==> src/rtl/keccak_mem_controller.sv <==
// keccak_mem_controller: sequences initial load, NUM_ROUNDS page sweeps with write-back handshake, and final save of the state memory
module keccak_mem_controller #(
    parameter int NUM_ROUNDS = 24,
    parameter int PAGES      = 64
) (
    input  logic       clk,
    input  logic       rst_n,
    input  logic       start,
    input  logic       op_ready,
    output logic       load,
    output logic       save,
    output logic       write,
    output logic [5:0] page,
    output logic       op_valid,
    output logic [4:0] round,
    output logic       busy,
    output logic       done
);
    typedef enum logic [2:0] {IDLE, LOAD, PROC, SAVE, DONE} state_t;
    localparam logic [5:0] PAGE_MAX  = 6'(PAGES - 1);
    localparam logic [4:0] ROUND_MAX = 5'(NUM_ROUNDS - 1);
    state_t     state, state_nx;
    logic [5:0] page_nx;
    logic [4:0] round_nx;
    logic       last_page, last_round;
    assign last_page  = page == PAGE_MAX;
    assign last_round = round == ROUND_MAX;
    assign op_valid   = state == PROC;
    assign write      = op_valid & op_ready;
    assign busy       = state == LOAD || state == PROC || state == SAVE;
    assign done       = state == DONE;
    // next state and page/round advance; nothing moves in PROC without an accepted handshake
    always_comb begin
        state_nx = state;
        page_nx  = page;
        round_nx = round;
        case (state)
            IDLE: state_nx = start ? LOAD : IDLE;
            LOAD: state_nx = PROC;
            PROC: if (op_ready) begin
                page_nx  = last_page ? 6'd0 : page + 6'd1;
                round_nx = !last_page ? round : last_round ? 5'd0 : round + 5'd1;
                state_nx = last_page && last_round ? SAVE : PROC;
            end
            SAVE: state_nx = DONE;
            DONE: state_nx = IDLE;
            default: state_nx = IDLE;
        endcase
    end
    // state, counters, and load/save strobes taken straight from flops so the memory sees glitch-free edges
    always_ff @(posedge clk or negedge rst_n) begin
        if (!rst_n) begin
            state <= IDLE;
            page  <= '0;
            round <= '0;
            load  <= 1'b0;
            save  <= 1'b0;
        end else begin
            state <= state_nx;
            page  <= page_nx;
            round <= round_nx;
            load  <= state_nx == LOAD;
            save  <= state_nx == SAVE;
        end
    end
endmodule

==> config.mk <==
export PLATFORM = sky130hd
export DESIGN_NAME = keccak_mem_controller
export DESIGN_NICKNAME = d
export VERILOG_FILES = /design/src/rtl/keccak_mem_controller.sv
export SDC_FILE = /design/constraint.sdc
export NUM_CORES = 1
export LEC_CHECK = 0
export BUFFER_PORTS_ARGS = -buffer_cell sky130_fd_sc_hd__buf_2
export CAP_MARGIN = 20
export CORE_ASPECT_RATIO = 0.7
export CORE_MARGIN = 1
export CORE_UTILIZATION = 35
export CTS_CLUSTER_DIAMETER = 200
export DETAILED_ROUTE_END_ITERATION = 8
export SLEW_MARGIN = 20
export SYNTH_ARGS = -nofsm -noshare
export SYNTH_HDL_FRONTEND = slang
export SYNTH_SLANG_ARGS = --single-unit
==> constraint.sdc <==
create_clock -name clk -period 1.7 [get_ports clk]
set_input_delay 0.17 -clock clk [delete_from_list [all_inputs] [get_ports clk]]
set_output_delay 0.17 -clock clk [all_outputs]
set_load 0.1 [all_outputs]
==> results of run 1 <==
cell usage after synthesis (all sizes together) (2+ instances only):
library cell	number	area share [%]
mux2	3	4.3
ha	2	3.2
and2	2	1.6
o21ai	4	2.5
nor2	4	1.9
nand2	8	3.8
nand4	4	3.2
nor4	3	5.1
nand3	3	2.5
xnor2	4	4.4
dfrtp	16	51
area by class of cell:
type                    instances  share of cell area, %
repair buffers                 24                   15.5
clock buffers                   4                   2.50
multi-input cells              52                   37.6
inverters                       1                  0.357
well taps                      30                   3.57
flip-flops and latches         16                   40.5
path summary, 6_finish.rpt:
path,start,endpoint,slack [ns],cells past startpoint
worst max-delay path,state[1],write,0.09,4
worst min-delay path,start,load,0.16,2
worst max register to register,page[0],round[4],0.19,4
worst min register to register,page[4],page[4],0.51,1
max in group asynchronous,rst_n,round[0],1.09,2
min in group asynchronous,rst_n,page[3],0.31,2
per-stage QoR:
| stage | worst slack, ns | setup TNS [ns] | std cells | util (%) | instance area [um^2] |
|---|---|---|---|---|---|
| final | 0.0921 | 0 | 127 | 53.0 | 1050 |
| after global routing | 0.0102 | 0 | 127 | 53.0 | 1050 |
| after CTS | 0.0802 | 0 | 127 | 53.0 | 1050 |
| after detailed placement | 0.216 | 0 | 122 | 51.1 | 1010 |
| after global placement | 0.209 | 0 | 122 | 51.1 | 1010 |
| after floorplan | -0.136 | -0.136 | 70 | - | 837 |
worst register-to-register path: stages, from the launching register on:
cell     delay, ns
dfrtp_4       0.47
ha_4          0.17
nand2_2       0.12
nor4_2        0.28
mux2_1        0.34
flip-flops by register name (all words and copies together) (netlist names):
name and cells:
save 1, page 6, state 3, round 5, load 1
logic make-up after synthesis:
| logic type | Yosys count |
|---|---|
| buf+inv | 2 |
| compound gates | 8 |
| flops | 16 |
| mux | 4 |
| simple gates | 34 |
| fa+ha+maj | 2 |
| xor+xnor | 4 |
routing by layer:
metal / GRT usage, % / up-vias / routed length (um)
met5: 0 / - / 0
met2: 21.6 / 17 / 649
met4: 1.90 / 0 / 9
met1: 20.8 / 292 / 821
met3: 5.61 / 2 / 74
li1: - / 309 / -
repair_timing:
action,4_1_cts,5_1_grt
setup buffers,0,0
hold buffers,1,0
setup endpoints to repair,1,0
hold endpoints to repair,16,0
resized for setup,1,0
==> out/qor.csv, run 1 <==
stage,metric,value,unit
synth,ys_seq_area_share,50.8,%
critical_path,slowest_delay,0.45,ns
timing,whs,0.165,ns
final_layout,syn_to_final_growth,33.5,%
grt,grt_antenna_before_repair,0,
place,portBuffers,20,
grt,grt_pass1_vias,603,
timing,fmaxAchievable,622,MHz
synth,synth_compound_area_share,5.87,%
critical_path,cpMaxStageDelayCell,dfrtp_1,
cts,clkSinkCount,16,
synth,netlist_area,788,um^2
synth,synth_top_family_by_area,simple AND/OR/NAND/NOR gates,
place,dp_hpwl,1150,um
route,drc,0,
synth,synth_ff_type,dfrtp_1,
final_layout,layout_common_cells,"18 x buf_2, 7 x nand2_1, 7 x dfrtp_1",
final_layout,fillers,193,
route,ant_nets,0,
synth,asyncSetResetFlopFracSynth,100,%
cts,cts-root-buf,clkbuf_4,
place,gp_congestion,0.765,
synth,synth_enable_flop_cells,0,
route,wire_per_inst,12.2,um
timing,timing.final.crit_share,94.6,%
final_layout,layout_commonest_cell,buf_2,
grt,grt_max_degree,17,
synth,yosysWarnings,0,
synth,ys_ff_latch,16,
final_layout,layout-drive-gt1-share,46.4,%
route,dr.pass1.iters,4,
synth,muxShareOfSynthArea,5.56,%
grt,grt.total_usage,14.7,%
critical_path,path_delay_family,buffers and inverters,
die,num_rows,13,
synth,synthSimpleGateAreaFrac,28.3,%
die,die_x,58.7,um
critical_path,crit_fanout,10,
final_layout,nets,104,
final_layout,multi_input_area,395,um^2
synth,syn_area_per_cell,11.3,um^2
cts,cts_tree,yes,
cts,insertion_delay,0.29,ns
grt,gr-total-overflow,0,
route,viasPerCell,4.88,
cts,htree_levels,1,
critical_path,critPathKind,flip-flop to output port,
critical_path,worstPathRequired,1.53,ns
final_layout,antennaDiodeCount,0,
timing,rsz0062_at_grt,no,
final_layout,regArea,427,um^2
timing,final-hold-violation-count,0,
grt,grt_pass1_wl,2720,um
critical_path,path_cells,nand4bb_1 > buf_12 > inv_2 > buf_12,
die,design.portCount,21,
die,dieArea,0.00245,mm^2
route,wl,1560,um
timing,slew_headroom,67.9,%
critical_path,crit_path_frequent_cell,buf_12,
cts,cts_inserted_buffers,3,
die,fp.dieH,41.7,um
outcome,status,"finished, final reports clean",
synth,syn_inst,70,
timing,slew_viol_final,0,
flow_run,maxCapViolations,0,
hold_path,hold_path_class,input port to flip-flop,
route,drt_iter0_markers,18,
timing,worstMarginPinSlew,0.485,ns
critical_path,crit_buf_inv,3,
critical_path,cp-end-kind,output port,
cts,clk_pin_slew_worst_paths,0.10,ns
timing,post-route-min-period,1.61,ns
cts,cts.path.max_buffers,2,
critical_path,arrival,1.44,ns
route,num_vias,620,
timing,setup_violations,0,
synth,yosys.cell_types.count,32,
synth,synth_fp_nets,76,
critical_path,worst_setup_path_start_kind,flip-flop,
synth,synth-xor-area-share,4.44,%
timing,fin_worst_skew,0.0103,ns
die,initial_core_util,39.7,%
die,coreArea,0.00198,mm^2
synth,yosys.area_share.adder,3.17,%
Power of run 1 is left out: the tool's default activity adds up to more than one toggle a clock period on the data nets, which glitch-free logic cannot reach.
==> run 2: changes to the inputs <==
CORE_ASPECT_RATIO = unset   (was 0.7)
CORE_UTILIZATION = 49   (was 35)
PLACE_DENSITY = 0.75   (was unset)
==> run 2 against run 1 <==
Net effect: register-to-register slack about the same; critical path depth did not move; largest cell class unchanged; via count increased by 4.0%; clock skew shrank 0.0062 ns; utilization is 15 points higher; first-iteration DRC count up 17%; flip-flop and latch count did not move; sequential share of layout area grew 0.79 points; non-clock buffer count stayed put; hold slack lost 0.014 ns; count of clock-buffer cells in the layout unchanged.
==> out/qor.csv, run 2 (synthesis gave the netlist of run 1 again) <==
stage,metric,value,unit
hold_path,hold_path_class,input port to flip-flop,
critical_path,cp-startpoint,state[0],
critical_path,path_delay_family,buffers and inverters,
route,drt_iter0_markers,21,
critical_path,r2r_start,round[0],
route,drc,0,
grt,gr-total-overflow,0,
grt,grt_pass1_wl,2480,um
place,gp_congestion,0.725,
die,coreArea,0.00151,mm^2
die,initial_core_util,52.3,%
timing,post-route-min-period,1.60,ns
grt,grt_antenna_before_repair,0,
grt,grt_util_met3,3.02,%
critical_path,cp-endpoint,done,
critical_path,reg2reg_setup_slack,0.19,ns
critical_path,cp-end-kind,output port,
cts,postCtsSetupRepairBufs,0,
place,portBuffers,20,
route,ant_nets,0,
timing,fin_worst_skew,0.00410,ns
timing,fmaxAchievable,626,MHz
final_layout,largest_reg_flops,6,
cts,clkSinkCount,16,
final_layout,layout_common_cells,"18 x buf_2, 7 x nand2_1, 7 x dfrtp_1",
timing,worstMarginPinSlew,0.486,ns
critical_path,path_cells,buf_4 > nor2_1 > and2_1 > buf_4,
critical_path,r2r_cells,4,
route,viasPerCell,5.71,
cts,clk_pin_slew_worst_paths,0.10,ns
critical_path,worst_setup_path_start_kind,flip-flop,
route,num_vias,645,
critical_path,worstSetupPathDepth,4,
critical_path,arrival,1.43,ns
place,dp_hpwl,1100,um
place,placed_cells,108,
critical_path,cpMaxStageDelayCell,dfrtp_1,
grt,met1_usage,24.9,%
die,dieArea,0.00177,mm^2
timing,rsz0062_at_grt,no,
timing,setup_violations,0,
final_layout,layout-drive-gt1-share,47.4,%
final_layout,layout_commonest_cell,buf_2,
die,num_rows,14,
critical_path,slowest_delay,0.41,ns
grt,use_met2,30.6,%
cts,cts-root-buf,clkbuf_4,
timing,final-hold-violation-count,0,
cts,insertion_delay,0.29,ns
outcome,status,"finished, final reports clean",
die,die_x,42.1,um
timing,slew_viol_final,0,
cts,htree_levels,1,
final_layout,nets,104,
final_layout,final_cells,113,
cts,cts_inserted_buffers,3,
route,wire_per_inst,14.0,um
final_layout,fillers,117,
final_layout,syn_to_final_growth,31.0,%
critical_path,crit_fanout,5,
critical_path,crit_buf_inv,2,
cts,cts_tree,yes,
final_layout,reg_top3,"page x6, round x5, state x3",
final_layout,antennaDiodeCount,0,
grt,grt.total_usage,18.7,%
grt,grt_pass1_vias,571,
die,design.portCount,21,
critical_path,critPathKind,flip-flop to output port,
route,wl,1580,um
timing,timing.final.crit_share,94.0,%
die,fp.dieH,42.1,um
grt,globalRoute.busiestLayer,met2,
grt,grt_max_degree,17,
critical_path,worstPathRequired,1.53,ns
flow_run,maxCapViolations,0,
timing,slew_headroom,67.8,%
critical_path,r2r-end,round[4],
cts,cts.path.max_buffers,2,
final_layout,largest_register,page,
route,dr.pass1.iters,4,
critical_path,crit_path_frequent_cell,buf_4,
run 2: cell counts in the layout (fill, tap and decap cells not counted):
No cell type changed its count.
run 2: worst min-delay path by stage:
| stage | start | to | slack, ns | depth (start not counted) |
|---|---|---|---|---|
| final | start | load | 0.15 | 2 |
| after global routing | start | load | 0.15 | 2 |
| after CTS | start | load | 0.15 | 2 |
| after detailed placement | rst_n | state[1] | 0.10 | 1 |
| after global placement | rst_n | state[1] | 0.1 | 1 |
| after floorplan | rst_n | load | -0.13 | 0 |
run 2: layout make-up:
cell class	instances	area [um^2]	share of cell area (%)
Timing Repair Buffer	24	150	14.5
Multi-Input combinational cell	52	395	38.3
Sequential cell	16	427	41.3
Clock buffer	4	36.3	3.52
Tap cell	16	20.0	1.94
Inverter	1	3.75	0.364
run 2: what timing repair did:
item	in CTS	in global routing
setup endpoints to repair	1	0
hold buffers	1	0
gates resized for setup	1	0
hold endpoints to repair	16	0
run 2: stage by stage:
stage	util [%]	TNS, ns	hold slack, ns	setup slack [ns]	cell area, um^2
final	68.5	0	0.151	0.101	1030
after floorplan	-	-0.136	-0.126	-0.136	837
after CTS	68.5	0	0.151	0.0997	1030
after global routing	68.5	0	0.153	0.0211	1030
after global placement	65.3	0	0.0998	0.229	983
after detailed placement	65.3	0	0.104	0.211	983
run 2: layer usage:
metal  vias up  wire (um)
met5         -          0
met4         0         19
met3         2         56
met2        18        774
met1       316        726
li1        309          -
Power of run 2 is left out for the same reason.
==> run 3: changes to the inputs <==
ABC_AREA = 1   (was unset)
CORE_UTILIZATION = 50   (was 49)
PLACE_DENSITY = 0.76   (was 0.75)
==> run 3 against run 2 <==
Net effect: hold slack better by 0.028 ns; highest routed layer unchanged; count of clock-buffer cells in the layout unchanged; wire length is 0.38% higher; via count increased by 8.5%; worst setup slack gained 0.027 ns; largest cell class unchanged; non-clock buffer count shrank 3.
==> out/qor.csv, run 3 <==
stage,metric,value,unit
critical_path,worstPathRequired,1.53,ns
cts,cts.path.max_buffers,2,
power,power_density,1910,mW/mm^2
cts,clkSinkCount,16,
synth,asyncSetResetFlopFracSynth,100,%
route,dr.pass1.iters,4,
final_layout,layout_common_cells,"21 x nand2_1, 19 x buf_2, 11 x inv_1, 11 x nand3_1",
die,num_rows,14,
critical_path,arrival,1.40,ns
cts,clk_pin_slew_worst_paths,0.11,ns
final_layout,antennaDiodeCount,0,
grt,grt_pass1_wl,2570,um
synth,synth_ff_type,dfrtp_1,
route,wire_per_inst,11.7,um
flow_run,maxCapViolations,0,
critical_path,r2r_start,page[1],
cts,htree_levels,1,
route,wl_met3,96,um
critical_path,cpMaxStageDelayCell,dfrtp_1,
synth,synth_enable_flop_cells,0,
place,portBuffers,20,
final_layout,largest_register,page,
cts,cts_inserted_buffers,3,
timing,worstMarginPinSlew,0.495,ns
final_layout,layout-drive-gt1-share,39.5,%
timing,timing.final.crit_share,92.5,%
final_layout,postLayoutCellArea,0.00103,mm^2
timing,fmaxAchievable,636,MHz
critical_path,r2r-end,round[4],
timing,slew_headroom,67.2,%
die,initial_core_util,54.5,%
final_layout,layout_commonest_cell,nand2_1,
synth,yosys.area.top_type,dfrtp_1,
synth,yosys.cell_count.top_type,nand2_1,
place,post_dp_cell_area,990,um^2
route,route.met2.wl,672,um
synth,ys_ff_latch,16,
grt,grt_antenna_before_repair,0,
synth,synth_top_cells_by_area,"dfrtp_1 48%, nand2_1 9.4%, nand3_1 6.6%",
critical_path,r2r_cells,8,
power,p_leak,0.552,nW
synth,netlist_area,840,um^2
route,m1WireLength,763,um
synth,syn_inst,95,
place,placed_cells,130,
power,total_power,1.97,mW
die,dieArea,0.00185,mm^2
critical_path,path_cells,nor2_2 > nand3_4 > inv_4 > buf_12,
timing,final-hold-violation-count,0,
hold_path,hold_path_class,input port to flip-flop,
synth,yosysWarnings,0,
grt,grt_max_degree,17,
hold_path,hold_end,load,
hold_path,hold_start,start,
route,drt_iter0_markers,15,
grt,grt_pass1_vias,618,
die,design.portCount,21,
final_layout,reg_top3,"page x6, round x5, state x3",
critical_path,cp-end-kind,output port,
place,dp_hpwl,1170,um
timing,fin_worst_skew,0.0190,ns
critical_path,slowest_delay,0.46,ns
timing,post-route-min-period,1.57,ns
synth,ys_top_cells_by_count,"21 x nand2_1, 16 x dfrtp_1, 11 x inv_1, 11 x nand3_1, 6 x nor2_1",
route,highest_layer,met4,
place,gp_congestion,0.821,
die,die_x,43.0,um
synth,synthDominantCellAreaShare,47.7,%
critical_path,crit_fanout,7,
grt,gr-total-overflow,0,
timing,rsz0062_at_grt,no,
cts,insertion_delay,0.28,ns
outcome,status,"finished, final reports clean",
timing,setup_violations,0,
critical_path,critPathKind,flip-flop to output port,
grt,grt.total_usage,19.2,%
final_layout,nets,126,
final_layout,final_cells,135,
die,fp.dieH,43.0,um
route,wl,1580,um
route,num_vias,700,
route,viasPerCell,5.19,
cts,postCtsSetupRepairBufs,0,
route,drc,0,
synth,ys_seq_area_share,47.7,%
cts,cts_tree,yes,
final_layout,largest_reg_flops,6,
timing,whs,0.179,ns
hold_path,worstHoldPathCells,3,
power,peakVddDrop,1.74,mV
timing,slew_viol_final,0,
final_layout,final_util,66.7,%
final_layout,syn_to_final_growth,22.5,%
critical_path,reg2reg_setup_slack,0.38,ns
route,ant_nets,0,
cts,cts-root-buf,clkbuf_4,
synth,syn_area_per_cell,8.84,um^2
critical_path,worst_setup_path_start_kind,flip-flop,
synth,synth_fp_nets,101,
die,coreArea,0.00154,mm^2
synth,yosys.cell_types.count,25,
[run 3: critical path: cells and delay by family (launching register included)]
kind / cells / cell delay [ns]
buffers and inverters: 2 / 0.32
DFF: 1 / 0.46
and+or+nand+nor: 2 / 0.33
[run 3: report_power, final]
| group | internal (mW) | switching (mW) |
|---|---|---|
| Clock | 0.0908 | 0.117 |
| Sequential | 0.471 | 0.106 |
| Combinational | 0.210 | 0.976 |
[run 3: logic make-up (layout without fill, tap and decap cells)]
group / count (synthesis) / after routing / share of synthesized area [%]
and+or+nand+nor: 52 / 52 / 33.2
AOI/OAI and AO/OA: 9 / 9 / 7.30
buffers and inverters: 14 / 38 / 6.71
adders and majority gates: 2 / 2 / 2.98
DFF: 16 / 16 / 47.7
xor gates and xnor gates: 2 / 2 / 2.09
[run 3: per-layer routing]
layer	global-route usage, %	vias up
li1	-	361
met4	11.5	0
met2	26.7	26
met3	4.26	6
met5	0	-
met1	27.5	307
[run 3: how the worst max path moves through the flow]
stage	startpoint	to	slack, ns	cells past startpoint
after floorplan	state[2]	done	-0.15	2
after global placement	state[2]	write	0.43	4
after detailed placement	state[2]	write	0.41	4
after CTS	state[2]	write	0.09	4
after global routing	state[2]	write	0.03	4
final	state[2]	write	0.13	4
[run 3: area by class of cell]
type	instances	area (um^2)
sequential	16	410
clock buffer	4	26.3
timing repair buffer	21	125
fill	136	513
tap	16	20.0
multi-input combinational	65	393
inverter	13	53.8
[run 3: repair_timing]
action / CTS / global route
endpoints found under the setup margin: 0 / 1
hold buffers: 1 / 0
resized for setup: 0 / 1
hold endpoints to repair: 16 / 0
[run 3: metrics by stage]
step                setup TNS (ns)  setup WS (ns)
floorplan                   -0.172         -0.145
global placement                 0          0.427
detailed placement               0          0.408
CTS                              0         0.0905
global route                     0         0.0343
finish                           0          0.128
No activity file was read; power rests on OpenSTA's default activity.
